`src/rtl/crc_ctrl_if.sv`:
```
`default_nettype none
// ============================================================================
//  Module   : crc_ctrl_if
//  Purpose  : Frame control, data stream, engine and result signals of crc_ctrl
//  Revision : 1.0  initial release
// ============================================================================
interface crc_ctrl_if;
  logic        start;
  logic        mode;
  logic [31:0] seed;
  logic        abort;
  logic [31:0] s_data;
  logic        s_valid;
  logic        s_last;
  logic        s_ready;
  logic [31:0] eng_data;
  logic [31:0] eng_init;
  logic [3:0]  eng_select;
  logic [31:0] eng_crc;
  logic [31:0] res_crc;
  logic [15:0] res_count;
  logic        res_valid;
  logic        res_ready;
  logic        busy;

  modport slave (
    input  start, mode, seed, abort, s_data, s_valid, s_last, eng_crc, res_ready,
    output s_ready, eng_data, eng_init, eng_select, res_crc, res_count, res_valid, busy
  );

  modport master (
    output start, mode, seed, abort, s_data, s_valid, s_last, eng_crc, res_ready,
    input  s_ready, eng_data, eng_init, eng_select, res_crc, res_count, res_valid, busy
  );
endinterface
`default_nettype wire

```
`src/rtl/crc_ctrl.sv`:
```
`default_nettype none
// ============================================================================
//  Module   : crc_ctrl
//  Purpose  : Frame controller feeding an external combinational CRC-16/32 engine
//  Revision : 1.0  initial release
// ============================================================================
module crc_ctrl #(
  parameter logic [31:0] XOR_OUT = 32'h0000_0000
) (
  input  logic       clk,
  input  logic       rst,
  crc_ctrl_if.slave  bus
);

  typedef enum logic [1:0] {
    ST_IDLE = 2'd0,
    ST_RUN  = 2'd1,
    ST_DONE = 2'd2
  } state_t;

  state_t      r_state;
  state_t      w_next;
  logic [31:0] r_crc;
  logic        r_mode;
  logic [15:0] r_cnt;
  logic [31:0] r_res_crc;
  logic [15:0] r_res_count;

  logic        w_load;
  logic        w_beat;
  logic [15:0] w_cnt_inc;
  logic [31:0] w_eng_masked;
  logic [31:0] w_xor_masked;

  always_comb begin
    w_load       = 1'b0;
    w_beat       = 1'b0;
    w_cnt_inc    = (r_cnt == 16'hFFFF) ? r_cnt : r_cnt + 16'd1;
    // Upper half is meaningless in CRC-16 mode, so it never reaches state or result
    w_eng_masked = r_mode ? bus.eng_crc : {16'h0000, bus.eng_crc[15:0]};
    w_xor_masked = r_mode ? XOR_OUT     : {16'h0000, XOR_OUT[15:0]};
    w_next       = r_state;
    case (r_state)
      ST_IDLE: begin
        if (bus.start && !bus.abort) begin
          w_load = 1'b1;
          w_next = ST_RUN;
        end
      end
      ST_RUN: begin
        if (bus.abort) begin
          w_next = ST_IDLE;
        end else if (bus.s_valid) begin
          w_beat = 1'b1;
          if (bus.s_last) begin
            w_next = ST_DONE;
          end
        end
      end
      ST_DONE: begin
        if (bus.abort || bus.res_ready) begin
          w_next = ST_IDLE;
        end
      end
      default: w_next = ST_IDLE;
    endcase
  end

  always_ff @(posedge clk) begin
    if (rst) begin
      r_state     <= ST_IDLE;
      r_crc       <= 32'h0;
      r_mode      <= 1'b0;
      r_cnt       <= 16'h0;
      r_res_crc   <= 32'h0;
      r_res_count <= 16'h0;
    end else begin
      r_state <= w_next;
      if (w_load) begin
        r_crc  <= bus.mode ? bus.seed : {16'h0000, bus.seed[15:0]};
        r_mode <= bus.mode;
        r_cnt  <= 16'h0;
      end
      if (w_beat) begin
        r_crc <= w_eng_masked;
        r_cnt <= w_cnt_inc;
        if (bus.s_last) begin
          r_res_crc   <= w_eng_masked ^ w_xor_masked;
          r_res_count <= w_cnt_inc;
        end
      end
    end
  end

  assign bus.s_ready    = (r_state == ST_RUN) && !bus.abort;
  assign bus.eng_data   = (r_state == ST_RUN) ? bus.s_data : 32'h0;
  assign bus.eng_init   = r_crc;
  assign bus.eng_select = r_mode ? 4'hF : 4'h0;
  assign bus.res_crc    = r_res_crc;
  assign bus.res_count  = r_res_count;
  assign bus.res_valid  = (r_state == ST_DONE);
  assign bus.busy       = (r_state != ST_IDLE);

endmodule
`default_nettype wire

```
`src/flat_wrapper.sv`:
```
// flat-port wrapper written by rule: the top's interface ports become plain ports
module crc_ctrl_flat 
#(
  parameter logic [31:0] XOR_OUT = 32'h0000_0000
)
  (clk, rst, bus_start, bus_mode, bus_seed, bus_abort, bus_s_data, bus_s_valid, bus_s_last, bus_eng_crc, bus_res_ready, bus_s_ready, bus_eng_data, bus_eng_init, bus_eng_select, bus_res_crc, bus_res_count, bus_res_valid, bus_busy);
  crc_ctrl_if bus_i ();
  input  logic clk;
  input  logic rst;
  input wire logic [$bits(bus_i.start)-1:0] bus_start;
  input wire logic [$bits(bus_i.mode)-1:0] bus_mode;
  input wire logic [$bits(bus_i.seed)-1:0] bus_seed;
  input wire logic [$bits(bus_i.abort)-1:0] bus_abort;
  input wire logic [$bits(bus_i.s_data)-1:0] bus_s_data;
  input wire logic [$bits(bus_i.s_valid)-1:0] bus_s_valid;
  input wire logic [$bits(bus_i.s_last)-1:0] bus_s_last;
  input wire logic [$bits(bus_i.eng_crc)-1:0] bus_eng_crc;
  input wire logic [$bits(bus_i.res_ready)-1:0] bus_res_ready;
  output wire logic [$bits(bus_i.s_ready)-1:0] bus_s_ready;
  output wire logic [$bits(bus_i.eng_data)-1:0] bus_eng_data;
  output wire logic [$bits(bus_i.eng_init)-1:0] bus_eng_init;
  output wire logic [$bits(bus_i.eng_select)-1:0] bus_eng_select;
  output wire logic [$bits(bus_i.res_crc)-1:0] bus_res_crc;
  output wire logic [$bits(bus_i.res_count)-1:0] bus_res_count;
  output wire logic [$bits(bus_i.res_valid)-1:0] bus_res_valid;
  output wire logic [$bits(bus_i.busy)-1:0] bus_busy;
  assign bus_i.start = bus_start;
  assign bus_i.mode = bus_mode;
  assign bus_i.seed = bus_seed;
  assign bus_i.abort = bus_abort;
  assign bus_i.s_data = bus_s_data;
  assign bus_i.s_valid = bus_s_valid;
  assign bus_i.s_last = bus_s_last;
  assign bus_i.eng_crc = bus_eng_crc;
  assign bus_i.res_ready = bus_res_ready;
  assign bus_s_ready = bus_i.s_ready;
  assign bus_eng_data = bus_i.eng_data;
  assign bus_eng_init = bus_i.eng_init;
  assign bus_eng_select = bus_i.eng_select;
  assign bus_res_crc = bus_i.res_crc;
  assign bus_res_count = bus_i.res_count;
  assign bus_res_valid = bus_i.res_valid;
  assign bus_busy = bus_i.busy;
  crc_ctrl #(.XOR_OUT(XOR_OUT)) u_core (.clk(clk), .rst(rst), .bus(bus_i));
endmodule
```
`config.mk`:
```
export PLATFORM = sky130hd
export DESIGN_NAME = crc_ctrl_flat
export DESIGN_NICKNAME = d
export VERILOG_FILES = /design/src/rtl/crc_ctrl_if.sv /design/src/rtl/crc_ctrl.sv /design/src/flat_wrapper.sv
export SDC_FILE = /design/constraint.sdc
export NUM_CORES = 1
export LEC_CHECK = 0
export BUFFER_PORTS_ARGS = -buffer_cell sky130_fd_sc_hd__buf_2
export CORE_UTILIZATION = 39
export DETAILED_ROUTE_END_ITERATION = 8
export PLACE_DENSITY_LB_ADDON = 0.12
export SLEW_MARGIN = 0
export SYNTH_ARGS = -nofsm -noshare
export SYNTH_HDL_FRONTEND = slang
export SYNTH_SLANG_ARGS = --single-unit
```
`constraint.sdc`:
```
create_clock -name clk -period 1.99 [get_ports clk]
set_input_delay 0.597 -clock clk [delete_from_list [all_inputs] [get_ports clk]]
set_output_delay 0.597 -clock clk [all_outputs]
set_load 0.05 [all_outputs]
```
=== After elaboration in Yosys (flattened, before gate mapping) ===
Index checks and enable logic that the tools add are counted.

* Input bits: 104
* Logic and storage cells: 43
* Register bits after elaboration: 99

* $add $sub $neg: 1
* Eq/ne operators: 7
* Muxes and demuxes: 20
* Reduce and logical (&&, ||, !) cells: 9

{| class="wikitable"
|+ Operators by type and width
! operator !! count
|-
| $mux W32 || 5
|-
| $mux W16 || 3
|-
| $add A16 B1 Y16 const B || 1
|-
| $eq A16 B16 Y1 const B || 1
|-
| $mux W2 || 5
|-
| $ne A3 B3 Y1 const B || 2
|-
| $pmux W2 S3 || 1
|-
| $mux W1 || 5
|-
| $mux W4 || 1
|-
| $ne A2 B1 Y1 const B || 2
|-
| $reduce_and A4 Y1 || 1
|-
| $reduce_bool A2 Y1 || 2
|-
| $eq A2 B1 Y1 const B || 1
|-
| $eq A2 B2 Y1 const B || 1
|-
| $logic_and A1 B1 Y1 || 2
|-
| $logic_not A2 Y1 || 1
|-
| $reduce_and A2 Y1 || 1
|-
| $logic_not A1 Y1 || 1
|-
| $logic_or A1 B1 Y1 || 1
|}

=== Logic depth before layout (Yosys ltp) ===
* Depth after elaboration: 6
* Depth in mapped cells: 6

=== Worst setup path after synthesis ===
OpenSTA, ideal clock, no wires.

* Path type: input port to flip-flop
* From: in bus_abort
* To: reg u_core.r_res_count[15], in the netlist u_core.bus.res_count[15]
* Library setup time: 0.137 ns
* Data arrival time: 2.136 ns
* Setup slack: -0.283 ns
* Data required time: 1.853 ns
* Stages on the path: 5
* Cell sequence: nor3b_2 -> nand3_1 -> clkbuf_1 -> nor2_1 -> a311oi_2

* Longest elaborated chain between the ends: 3

{| class="wikitable"
|+ RTL lines
! what !! line !! text
|-
| start: declaration || flat_wrapper.sv:13 || <nowiki>input wire logic [$bits(bus_i.abort)-1:0] bus_abort;</nowiki>
|-
| $mux W1 || crc_ctrl.sv:51 || <nowiki>if (bus.abort) begin</nowiki>
|-
| $mux W1 || crc_ctrl.sv:43 || <nowiki>case (r_state)</nowiki>
|-
| $reduce_and A2 Y1 (no line) || -- ||
|-
| end signal: assignment || crc_ctrl.sv:89 || <nowiki>r_res_count <= w_cnt_inc;</nowiki>
|-
| end: declaration || crc_ctrl.sv:27 || <nowiki>logic [15:0] r_res_count;</nowiki>
|}

No other way between the ends.
A chain may end at the register's enable or synchronous reset.

=== Worst setup path in the final report ===
* From: reg u_core.r_state[0]
* To: out bus_eng_data[10]

* Longest elaborated chain between the ends: 2

{| class="wikitable"
|+ RTL lines
! what !! line !! text
|-
| start: declaration || crc_ctrl.sv:21 || <nowiki>state_t r_state;</nowiki>
|-
| start signal: assignment || crc_ctrl.sv:78 || <nowiki>r_state <= w_next;</nowiki>
|-
| $eq A2 B1 Y1 || crc_ctrl.sv:96 || <nowiki>assign bus.eng_data = (r_state == ST_RUN) ? bus.s_data : 32'h0;</nowiki>
|-
| $mux W32 || crc_ctrl.sv:96 ||
|-
| end: declaration || flat_wrapper.sv:20 || <nowiki>output wire logic [$bits(bus_i.eng_data)-1:0] bus_eng_data;</nowiki>
|}

No other way between the ends.

==> reports/results.tsv <==
metric	value	unit
worst vdd ir	343	uV
Worst Clk Skew	0.0101	ns
synth warn	0	
Die Span Y	112	um
unrepaired setup endpoints after global routing	yes	
Avg WL per Cell	16.4	um
crit start category	register	
floorplan core area	11600	sq um
r2r endpoint	u_core.bus.res_count[9]	
Synth Instances	577	
hold buffers post-CTS	0	
Post-Syn Area	4700	sq um
CTS Buf Count	9	
worst-path maximum fanout	16	
DRC Markers	17	
largest net degree at the start of global routing	41	
Crit Path Class	register to primary output	
Hold Crit Start	u_core.bus.res_count[2]	
Die Area	12500	sq um
Initial Util	40.6	%
Clock Path Buffers	2	
multi-input logic area	2500	sq um
Remaining Overflow, GRT	0	
P&R area growth vs syn	42.0	%
f_max	0.510	GHz
routability cong.	0.876	
layout cells sized above 1	41.1	%
reg-to-reg slack, setup	0.16	ns
DP HPWL	11100	um
top cells by area, synth	dfxtp_1 42%, a21oi_1 6.2%, nand2_1 5.5%, and2_1 4.3%, nor3_1 3.9%	
worst-margin pin slew	0.419	ns
Yosys reg bits	99	
Setup WS pre-CTS	0.00843	ns
Worst setup EP type	primary output	
max_cap viols	0	
Die Wd	112	um
cell depth of the worst hold path	2	
H-tree depth	3	
FF-to-FF path depth	6	
initial antenna violation count	0	
CTS tree	done	
Synth cell types	56	
Pleak	3.01	nW
via/cell ratio	5.58	
final critical-path required period	1.96	ns
status	complete, but fails checks	
worst rel slew slack	72.1	%
TNS Setup	0	ns
Diodes inserted	0	
Min-Delay Path Class	register to register	
Yosys top cell area share	42.2	%
fin. max-slew vios	0	
drt total wl	15400	um
Final Hold Fails	0	
via count	5254	
Synthesized Nets	682	
final setup vio count	0	
sequential share of the synthesized area	42.2	%
clock latency on the worst-skew pair	0.35	ns
vias in the first global route	5016	
Post-synth EDFFs	0	
IO Pins	223	
Clock Sinks	99	
failing checks	design-rule violations	
site row count	39	
register area	1990	sq um
# fillers	1053	
area leader, netlist	dfxtp_1	
count leader, synth	dfxtp_1	
Detailed Route Iter0 Violations	474	
clk slew on worst S/H paths	0.07	ns
overall routing resource usage	24.2	%
Synth Area per Inst	8.15	sq um
asr flop ratio synth	0	%
Final ANT Viol Nets	0	
Arrival @ worst endpoint	1.36	ns
global-route wire length before repair	24300	um
WP data required	1.39	ns
fin crit share	98.6	%
Port Buf Inserts	222	
Layout Nets	899	
Final WS setup	0.0286	ns
leading cell types by count after synthesis	99 x dfxtp_1, 69 x nand2_1, 58 x a21oi_1, 37 x nor3_1, 36 x nor2_1	
Hold EP	u_core.bus.res_count[2]	
pwr/cell area	682	nW/um^2
ys flop type	dfxtp_1	
CTS root buffer	clkbuf_16	
worst r2r src	u_core.r_cnt[0]	
DR pass1 iterations	7	
==> stage by stage <==
stage               instances  hold WS [ns]  utilization, %  instance area (sq um)  power, mW
global placement          923         0.440            52.8                   6110       2.81
finish                    941         0.448            57.7                   6670       4.55
detailed placement        923         0.441            52.8                   6110       2.82
global route              941         0.477            57.7                   6670       4.71
floorplan                 577         0.491               -                   4760       2.56
CTS                       939         0.451            57.2                   6610       4.58
==> cell families after synthesis <==
| kind of cell | synth area share [%] |
|---|---|
| muxes | 0.426 |
| DFF | 42.2 |
| and+or+nand+nor | 29.9 |
| AOI/OAI and AO/OA | 20.6 |
| adders and majority gates | 0.266 |
| buffers and inverters | 6.07 |
| xor gates and xnor gates | 0.559 |
==> worst max path at each step <==
stage	cells after the start	slack, ns	from	end
floorplan	5	0.0006	bus_abort	u_core.bus.res_count[12]
global placement	6	0.05	bus_abort	u_core.r_cnt[4]
detailed placement	5	0.008	bus_abort	u_core.bus.eng_init[18]
CTS	4	0.002	u_core.r_state[0]	bus_eng_data[31]
global route	4	-0.03	u_core.r_state[0]	bus_eng_data[21]
finish	4	0.03	u_core.r_state[0]	bus_eng_data[10]
==> placed cells by master (no fill, tap or decap), types with 25 or more instances in the layout <==
| master | count |
|---|---|
| buf_4 | 35 |
| nand2_1 | 69 |
| buf_6 | 25 |
| nor2_1 | 36 |
| nor3_1 | 37 |
| nand3_1 | 26 |
| buf_2 | 189 |
| a21oi_1 | 58 |
| dfxtp_1 | 96 |
| and2_2 | 30 |
==> power breakdown <==
group / switching [mW] / leakage, nW / internal, mW
clock: 0.768 / 0.142 / 0.967
combinational: 0.502 / 2.06 / 0.260
sequential: 0.0247 / 0.804 / 2.03
total: 1.29 / 3.01 / 3.26
==> area by class of cell <==
class	instances	area share (%)
multi-input combinational	417	37.5
sequential	99	29.8
timing repair buffer	262	25.6
clock buffer	10	3.43
tap	143	2.68
clock inverter	5	0.806
inverter	5	0.281
==> flip-flops by register name (all words and copies together) (netlist names) <==
signal                cells
u_core.r_state            2
u_core.r_cnt             16
u_core.bus.eng_init      32
u_core.bus.res_count     16
u_core.r_mode             1
u_core.bus.res_crc       32
==> worst max-delay path: stages, from the launching register on <==
cell	delay, ns
dfxtp_2	0.35
nor2b_4	0.18
buf_6	0.17
and2_2	0.16
buf_6	0.15
==> layer usage <==
metal,up-vias,routed length (um),GRT usage [%]
met5,-,0,0
met4,0,347,9.28
met3,33,1200,5.23
met2,255,7550,42.3
met1,2452,6310,28.8
li1,2514,-,-
==> timing repair <==
item | in CTS | in global routing
setup endpoints to repair | 33 | 40
gates resized for setup | 69 | 14
endpoints found under the hold margin | 0 | 0
buffers inserted | 0 | 2
cloned | 1 | 0
pin swaps | 0 | 1
(Power assumes the default switching activity.)
